==> src/rtl/pitch_resampler.sv <==
// Variable-rate sample resampler: streams 32-bit SDRAM words (two 16-bit samples each)
// through a cur/nxt window and writes one 16-bit sample per step to SRAM.
// Optional macro PITCH_LINEAR_INTERP_EN enables linear interpolation; otherwise zero-order hold.
module pitch_resampler #(
  parameter int ADDR_W  = 23,
  parameter int SRAM_AW = 20,
  parameter int STEP_W  = 8,
  parameter int FRAC_W  = 4
) (
  input  logic               i_clk,
  input  logic               i_rst_n,
  input  logic               pitch_start,
  input  logic [ADDR_W-1:0]  pitch_select_start,
  input  logic [ADDR_W-1:0]  pitch_select_end,
  input  logic               pitch_mode,
  input  logic [STEP_W-1:0]  pitch_step,
  output logic               pitch_done,
  output logic               pitch_read,
  output logic [ADDR_W-1:0]  pitch_addr,
  input  logic [31:0]        pitch_readdata,
  input  logic               pitch_sdram_finished,
  output logic [SRAM_AW-1:0] SRAM_ADDR,
  output logic [15:0]        SRAM_WDATA,
  output logic               SRAM_WE_N
);

  localparam int IW = ADDR_W + 2;
  localparam int PW = IW + FRAC_W;

  typedef enum logic [2:0] {IDLE, FETCH, SHIFT, CALC, WRITE, DONE} state_t;

  state_t              state_q, state_d;
  logic [ADDR_W-1:0]   start_q, start_d, end_q, end_d, addr_q, addr_d;
  logic                mode_q, mode_d, init_q, init_d;
  logic [STEP_W-1:0]   step_q, step_d;
  logic [PW-1:0]       pos_q, pos_d;
  logic [IW-1:0]       wi_q, wi_d;
  logic [15:0]         cur_q, cur_d, nxt_q, nxt_d, spare_q, spare_d;
  logic [15:0]         wdata_q, wdata_d;
  logic [SRAM_AW-1:0]  sram_addr_q, sram_addr_d;

  logic [ADDR_W:0]     span;
  logic [IW-1:0]       nsamp, pos_i, next_i, wi_plus2;
  logic [PW-1:0]       pos_next;
  logic [15:0]         first_half, second_half, interp;

  assign span       = {1'b0, end_q} - {1'b0, start_q} + (ADDR_W+1)'(1);
  assign nsamp      = {span, 1'b0};
  assign pos_i      = pos_q[PW-1:FRAC_W];
  assign pos_next   = pos_q + {{(PW-STEP_W){1'b0}}, step_q};
  assign next_i     = pos_next[PW-1:FRAC_W];
  assign wi_plus2   = wi_q + IW'(2);
  // Reverse playback walks words downward, so the high half comes first.
  assign first_half  = mode_q ? pitch_readdata[31:16] : pitch_readdata[15:0];
  assign second_half = mode_q ? pitch_readdata[15:0]  : pitch_readdata[31:16];

`ifdef PITCH_LINEAR_INTERP_EN
  logic signed [16:0] diff;
  assign diff   = $signed({nxt_q[15], nxt_q}) - $signed({cur_q[15], cur_q});
  assign interp = cur_q + 16'(($signed({{(FRAC_W+1){diff[16]}}, diff})
                  * $signed({18'b0, pos_q[FRAC_W-1:0]})) >>> FRAC_W);
`else
  assign interp = cur_q;
`endif

  always_comb begin
    state_d     = state_q;
    start_d     = start_q;
    end_d       = end_q;
    addr_d      = addr_q;
    mode_d      = mode_q;
    init_d      = init_q;
    step_d      = step_q;
    pos_d       = pos_q;
    wi_d        = wi_q;
    cur_d       = cur_q;
    nxt_d       = nxt_q;
    spare_d     = spare_q;
    wdata_d     = wdata_q;
    sram_addr_d = sram_addr_q;
    case (state_q)
      IDLE: if (pitch_start) begin
        start_d     = pitch_select_start;
        end_d       = pitch_select_end;
        mode_d      = pitch_mode;
        step_d      = (pitch_step == '0) ? {{(STEP_W-FRAC_W-1){1'b0}}, 1'b1, {FRAC_W{1'b0}}}
                                         : pitch_step;
        pos_d       = '0;
        wi_d        = '0;
        sram_addr_d = '0;
        init_d      = 1'b1;
        addr_d      = pitch_mode ? pitch_select_end : pitch_select_start;
        state_d     = (pitch_select_start > pitch_select_end) ? DONE : FETCH;
      end
      FETCH: if (pitch_sdram_finished) begin
        addr_d = mode_q ? addr_q - ADDR_W'(1) : addr_q + ADDR_W'(1);
        if (init_q) begin
          cur_d  = first_half;
          nxt_d  = second_half;
          init_d = 1'b0;
          wi_d   = '0;
        end else begin
          cur_d   = nxt_q;
          nxt_d   = first_half;
          spare_d = second_half;
          wi_d    = wi_q + IW'(1);
        end
        state_d = SHIFT;
      end
      // Odd window index: next sample is the buffered second half of the last word.
      SHIFT: begin
        if (wi_q == pos_i) begin
          state_d = CALC;
        end else if (wi_q[0]) begin
          cur_d = nxt_q;
          nxt_d = spare_q;
          wi_d  = wi_q + IW'(1);
        end else if (wi_plus2 >= nsamp) begin
          cur_d = nxt_q;
          wi_d  = wi_q + IW'(1);
        end else begin
          state_d = FETCH;
        end
      end
      CALC: begin
        wdata_d = interp;
        state_d = WRITE;
      end
      WRITE: begin
        sram_addr_d = sram_addr_q + SRAM_AW'(1);
        pos_d       = pos_next;
        state_d     = (sram_addr_q == '1 || next_i >= nsamp) ? DONE : SHIFT;
      end
      DONE:    state_d = IDLE;
      default: state_d = IDLE;
    endcase
  end

  always_ff @(posedge i_clk or negedge i_rst_n) begin
    if (!i_rst_n) begin
      state_q     <= IDLE;
      start_q     <= '0;
      end_q       <= '0;
      addr_q      <= '0;
      mode_q      <= 1'b0;
      init_q      <= 1'b0;
      step_q      <= '0;
      pos_q       <= '0;
      wi_q        <= '0;
      cur_q       <= '0;
      nxt_q       <= '0;
      spare_q     <= '0;
      wdata_q     <= '0;
      sram_addr_q <= '0;
    end else begin
      state_q     <= state_d;
      start_q     <= start_d;
      end_q       <= end_d;
      addr_q      <= addr_d;
      mode_q      <= mode_d;
      init_q      <= init_d;
      step_q      <= step_d;
      pos_q       <= pos_d;
      wi_q        <= wi_d;
      cur_q       <= cur_d;
      nxt_q       <= nxt_d;
      spare_q     <= spare_d;
      wdata_q     <= wdata_d;
      sram_addr_q <= sram_addr_d;
    end
  end

  assign pitch_read = (state_q == FETCH);
  assign pitch_done = (state_q == DONE);
  assign SRAM_WE_N  = (state_q != WRITE);
  assign pitch_addr = addr_q;
  assign SRAM_ADDR  = sram_addr_q;
  assign SRAM_WDATA = wdata_q;

endmodule

==> config.mk <==
export PLATFORM = sky130hd
export DESIGN_NAME = pitch_resampler
export DESIGN_NICKNAME = d
export VERILOG_FILES = /design/src/rtl/pitch_resampler.sv
export SDC_FILE = /design/constraint.sdc
export NUM_CORES = 1
export LEC_CHECK = 0
export ABC_AREA = 1
export BUFFER_PORTS_ARGS = -buffer_cell sky130_fd_sc_hd__buf_2
export CAP_MARGIN = 0
export CORE_ASPECT_RATIO = 1.2
export CORE_MARGIN = 5
export CORE_UTILIZATION = 30
export DETAILED_ROUTE_END_ITERATION = 12
export GPL_TIMING_DRIVEN = 0
export SLEW_MARGIN = 10
export SYNTH_ARGS = -nofsm -noshare
export SYNTH_HDL_FRONTEND = slang
export SYNTH_SLANG_ARGS = --single-unit
==> constraint.sdc <==
create_clock -name i_clk -period 5.16 [get_ports i_clk]
set_input_delay 0.516 -clock i_clk [delete_from_list [all_inputs] [get_ports i_clk]]
set_output_delay 0.516 -clock i_clk [all_outputs]
set_load 0.005 [all_outputs]
---- After elaboration in Yosys (flattened, before gate mapping) ----
Index checks and enable logic that the tools add are counted.
W data, S select, Z words.
storage, ports and cells
  input bits .............................. 91
  register bits after elaboration ......... 220
  output and inout bits ................... 62
  logic and storage cells ................. 99
operators by class
  muxes and demuxes ....................... 41
  bitwise gates (word level) .............. 1
  $add $sub $neg .......................... 8
  equal/unequal tests ..................... 15
  $lt $le $gt $ge ......................... 3
  reductions and logical operators ........ 16
operators by type and width
  kind                     number
  $mux W16                 11
  $mux W25                 6
  $mux W23                 4
  $pmux W25 S3             1
  $pmux W16 S2             2
  $pmux W29 S2             1
  $ge A25 B25 Y1           2
  $pmux W23 S2             1
  $pmux W20 S2             1
  $add A29 B8 Y29          1
  $mux W29                 1
  $add A25 B1 Y25 const B  1
  $add A25 B2 Y25 const B  1
  $eq A25 B25 Y1           1
  $add A24 B1 Y24 const B  1
  $sub A23 B23 Y24         1
  $add A23 B1 Y23 const B  1
  $gt A23 B23 Y1           1
  $sub A23 B1 Y23 const B  1
  $mux W3                  7
  $add A20 B1 Y20 const B  1
  $eq A20 B20 Y1 const B   1
  $mux W20                 1
  $reduce_and A4 Y1        4
  other kinds (19)         31

---- Logic depth before layout (Yosys ltp) ----
  depth in word-level cells ............... 7
  depth in mapped cells ................... 31
  mapped depth without buffers ............ 31

---- Worst setup path before layout ----
No wires, ideal clock.
  path type ............................... register to register
  start point ............................. register end_q[3]
  end point ............................... register cur_q[0]
  stages on the path, launching flop included .. 26
  arrival ................................. 3.846 ns
  period minus slack after synthesis ...... 3.963 ns
  required time ........................... 5.043 ns
  library setup time ...................... 0.117 ns
  path buffers ............................ 2
  slack ................................... 1.197 ns
  path through ............................ dfrtp_1 -> ha_1 -> ha_1 -> nand2_1 -> nand2_1 -> nand2_1 -> nand3_1 -> a21oi_1 -> o21bai_1 -> a21oi_1 -> nor2_1 -> nor2_1 -> o21ai_0 -> xnor2_1 -> ha_1 -> nand3_1 -> nor4_1 -> nand3_1 -> nor3_1 -> nor2_1 -> nand3_2 -> nand2_4 -> a21boi_2 -> buf_6 -> buf_6 -> o21ai_2
on the way
  longest elaborated chain between the ends .. 5
ends and longest elaborated chain
  item                                line  source
  from (decl)                         33    logic [ADDR_W-1:0] start_q, start_d, end_q, end_d, addr_q, addr_d;
  from (signal assigned)              158   end_q <= end_d;
  $sub A23 B23 Y24                    47    assign span = {1'b0, end_q} - {1'b0, start_q} + (ADDR_W+1)'(1);
  $add A24 B1 Y24                     47
  $ge A25 B25 Y1                      118   end else if (wi_plus2 >= nsamp) begin
  $ne A3 B3 Y1 (no source line)       -
  $reduce_and A4 Y1 (no source line)  -
  to (signal assigned)                165   cur_q <= cur_d;
  to (decl)                           38    logic [15:0] cur_q, cur_d, nxt_q, nxt_d, spare_q, spare_d;
Every way passes these cells.
A chain may end at the register's enable or synchronous reset.

---- Worst setup path in the final report ----
  start point ............................. register end_q[3]
  end point ............................... register wi_q[15]
on the way
  longest elaborated chain between the ends .. 5
ends and longest elaborated chain
  item                                line  source
  $sub A23 B23 Y24                    47
  $add A24 B1 Y24                     47
  $ge A25 B25 Y1                      118
  $ne A3 B3 Y1 (no source line)       -
  $reduce_and A5 Y1 (no source line)  -
  to (signal assigned)                164   wi_q <= wi_d;
  to (decl)                           37    logic [IW-1:0] wi_q, wi_d;
Every way passes these cells.

==> summary.txt <==
Yosys
  • Synth Warn #: 0
  • Mapped Avg Cell Area: about 7 um2
  • Post-synthesis net count: between 2000 and 3000
  • #FFs+latches synth: 220
  • Post-synthesis sequential area ratio: 33.18%
  • Synth unique cells: 51
  • Number of flops mapped to enable cells by yosys: 0
  • Mapped Cells: 2322
  • Top FF cell, synth: dfrtp_1
  • Synthesized cell area: 16590 um2
  • Ys async rst share: 100.0%

Global routing
  • Met2 usage: 30.36%
  • Met1 usage: between 20% and 30%
  • GRT Total Usage: 16.66%
  • Met3 usage: between 1.5 and 2%
  • Vias in the first global route: about 15000
  • Initial antenna violation count: 0
  • Largest net degree at the start of global routing: ~110
  • Grt peak-use layer: met2
  • Total grt overflow: 0
  • First-pass GRT wire length: 81.34 mm

Timing
  • Final setup viols: 0
  • Slack of the critical path: 0.4836 ns
  • Minimum clock period: 4.676 ns
  • Worst hold margin: 0.2150 ns
  • Setup TNS: 0 ns
  • Peak Freq: 213.8 MHz
  • Worst Tran Pin Value: around 1.1 ns
  • RSZ-0062 raised after global routing: no
  • Clk_skew: 0.01359 ns
  • Final Hold Fails: 0
  • Slew headroom: around 29%
  • Period utilisation layout: 90.63%
  • Pins over their slew limit: 0

Finish
  • Core Util, Final: a little over a third
  • Final instance area: between 15000 and 20000 um2
  • Layout cells sized above 1: a little under an eighth
  • Final-layout fill cell count: 5994
  • Final #Nets: 2735
  • ANT cells: 0
  • Layout area overhead: 15.78%

CTS
  • Root Buffer: clkbuf_16
  • Cts bufs inserted: 26
  • Clock Latency Late Sink: 0.55 ns
  • CTS tree: yes
  • Maximum clock path buffer count: 3
  • Sinks on Clock Net: 220
  • Worst-path clk slew: 0.06 ns
  • H-tree levels: 1

Setup path
  • Critical path class: register to register
  • Startpoint Class: register
  • Worst EP required: 5.64 ns
  • Crit path capture type: register
  • Reg-to-reg slack, setup: 0.48 ns
  • Critical path fanouts, max: 10
  • Arrival @ worst endpoint: roughly 5.2 ns

Place
  • Quantity of I/O buffers inserted on ports: 152
  • Dpl ws: 0.3564 ns
  • GPL Wtd Cong: 0.8952
  • Area after DPL: 18320 um2
  • Post-DP HPWL: 41.59 mm

Floorplanning
  • Io pins: 153
  • Row count: 94
  • Die Ht: 267.6 um
  • Starting Density: a little under a third
  • Core Box Area: roughly 55000 um2
  • Die footprint: 60130 um2
  • Die width: 224.7 um

Power and ir drop
  • Cell-internal power: 6.223 mW
  • Clock power frac: 14.9%
  • Gate power share: 63.9%
  • Pwr dens: 654.6 nW/um2
  • Switching Fraction: 50.51%
  • Switching Power: 6.351 mW
  • Leakage power: 9.924 nW
  • Register share of total power: a little over a fifth
  • Maximum vdd drop: 342.9 uV

Route
  • DR WL/cell: 15.73 um
  • Vias: 15550
  • DRC: 0
  • DRT Pass-1 Iters: 5
  • Drt total wl: 51.03 mm
  • Initial DRC Count: 889
  • Antenna viol nets, final: 0
  • Vias per inst: 4.793

Outcome
  • Status: finished clean

Worst hold path
  • Worst Hold Class: primary input to register

Flow run
  • Max-capacitance violation count: 0
## cells in the mapped netlist, types with 3 or more instances
master	n	area share (%)
nor3_1	18	0.54
dfrtp_1	220	33
ha_1	136	10
clkinv_1	4	0.090
o22ai_1	10	0.38
fa_1	3	0.36
o21ai_2	11	0.58
nand3_1	122	3.7
clkbuf_2	3	0.090
mux2_2	16	1.1
nand3b_1	8	0.36
o21ai_1	7	0.21
nand4_1	33	1.2
o21a_1	3	0.14
a22o_1	9	0.48
nor4_1	15	0.57
nor2_2	6	0.23
nand2_2	5	0.19
nand3_2	7	0.42
a211oi_1	6	0.27
a31oi_1	21	0.79
buf_2	15	0.45
xor2_1	78	4.1
buf_4	3	0.14
mux2i_1	3	0.18
buf_6	5	0.34
a21oi_1	99	3.0
inv_1	272	6.2
o211ai_1	34	1.5
nor2_1	138	3.1
clkbuf_1	59	1.3
nand2_1	729	16
o21ai_0	171	5.2
xnor2_1	27	1.4
## cell type report
cell class / count / area (um2) / area share (%)
Multi-Input combinational cell: 1737 / 9658 / 50.28
Sequential cell: 220 / 5505 / 28.66
Inverter: 278 / 1044 / 5.432
Tap cell: 720 / 900.9 / 4.690
Timing Repair Buffer: 155 / 835.8 / 4.351
Clock buffer: 34 / 720.7 / 3.752
Buffer: 87 / 397.9 / 2.071
Clock inverter: 13 / 147.6 / 0.7686
## worst max-delay path: stages (launching register included)
cell,delay (ns)
dfrtp_1,0.40
ha_1,0.28
ha_1,0.38
nand2_1,0.09
nand2_1,0.06
nand2_1,0.06
nand3_1,0.21
a21oi_2,0.22
o21bai_1,0.12
a21oi_2,0.20
nor2_1,0.06
nor2_1,0.16
o21ai_1,0.12
xnor2_1,0.18
ha_1,0.36
nand3_1,0.08
nor4_1,0.26
nand3_1,0.16
nor3_1,0.21
nor2_1,0.08
nand3_2,0.12
nand3_1,0.14
nand3_1,0.20
buf_2,0.28
nand3_1,0.11
nand2_1,0.07
## layout by cell type, fill, tap and decap left out, drive strengths merged, types with 96 or more instances in the layout
cell type	synthesis	routed
nor2	146	146
o21ai	189	189
dfrtp	220	220
nand3	129	129
nand2	736	736
clkbuf	62	96
inv	274	275
buf	25	179
a21oi	99	99
ha	136	136
## per-stage QoR
stage	std cells	total power, mW
final	3244	12.57
after floorplan	2322	8.489
after global routing	3244	13.97
after CTS	3244	12.66
after detailed placement	3196	10.72
after global placement	3194	10.64
## final timing paths
path                            cells past startpoint                   start                        to
worst max register to register                     25    end_q[3]$_DFFE_PN0P_      wi_q[15]$_DFFE_PN0P_
max in group asynchronous                           4                 i_rst_n   start_q[14]$_DFFE_PN0P_
worst min register to register                      2  start_q[1]$_DFFE_PN0P_    start_q[1]$_DFFE_PN0P_
worst min-delay path                                3           pitch_step[0]     step_q[0]$_DFFE_PN0P_
min in group asynchronous                           2                 i_rst_n  SRAM_ADDR[2]$_DFFE_PN0P_
worst max-delay path                               25    end_q[3]$_DFFE_PN0P_      wi_q[15]$_DFFE_PN0P_
## cells by family after synthesis
logic type               after synthesis  share of synthesized area, %
AND/OR/NAND/NOR                     1090                         27.51
flip-flops                           220                         33.18
XOR/XNOR                             105                         5.543
adder cells (fa/ha/maj)              139                         10.62
multiplexers                          19                         1.267
buffers and inverters                365                         8.688
AO/OA/AOI/OAI                        384                         13.19
## metal layers
layer,wire (um),up-vias
met2,25700,361
met3,2085,89
met1,21300,7142
li1,-,7956
met5,0,-
met4,1945,0
## timing repair
action,4_1_cts,5_1_grt
hold buffers,1,0
hold endpoints to repair,26,0
resized for setup,0,4
setup endpoints to repair,0,43
setup buffers,0,0
## power by group through the flow
| stage | Sequential (mW) | Clock (mW) | Combinational, mW |
|---|---|---|---|
| 2_1_floorplan | 2.61 | 0 | 5.88 |
| 3_3_place_gp | 2.69 | 0 | 7.96 |
| 3_5_place_dp | 2.69 | 0 | 8.03 |
| 4_1_cts | 2.67 | 1.92 | 8.07 |
| 5_1_grt | 2.74 | 1.99 | 9.24 |
| 6_report | 2.67 | 1.87 | 8.04 |
## sequential cells by signal (all words and copies together), names as in the netlist
register,count
SRAM_WDATA,16
pos_q,29
SRAM_ADDR,20
state_q,3
mode_q,1
step_q,8
pitch_addr,23
end_q,23
cur_q,16
init_q,1
wi_q,25
nxt_q,16
spare_q,16
start_q,23
(Power assumes the default switching activity.)
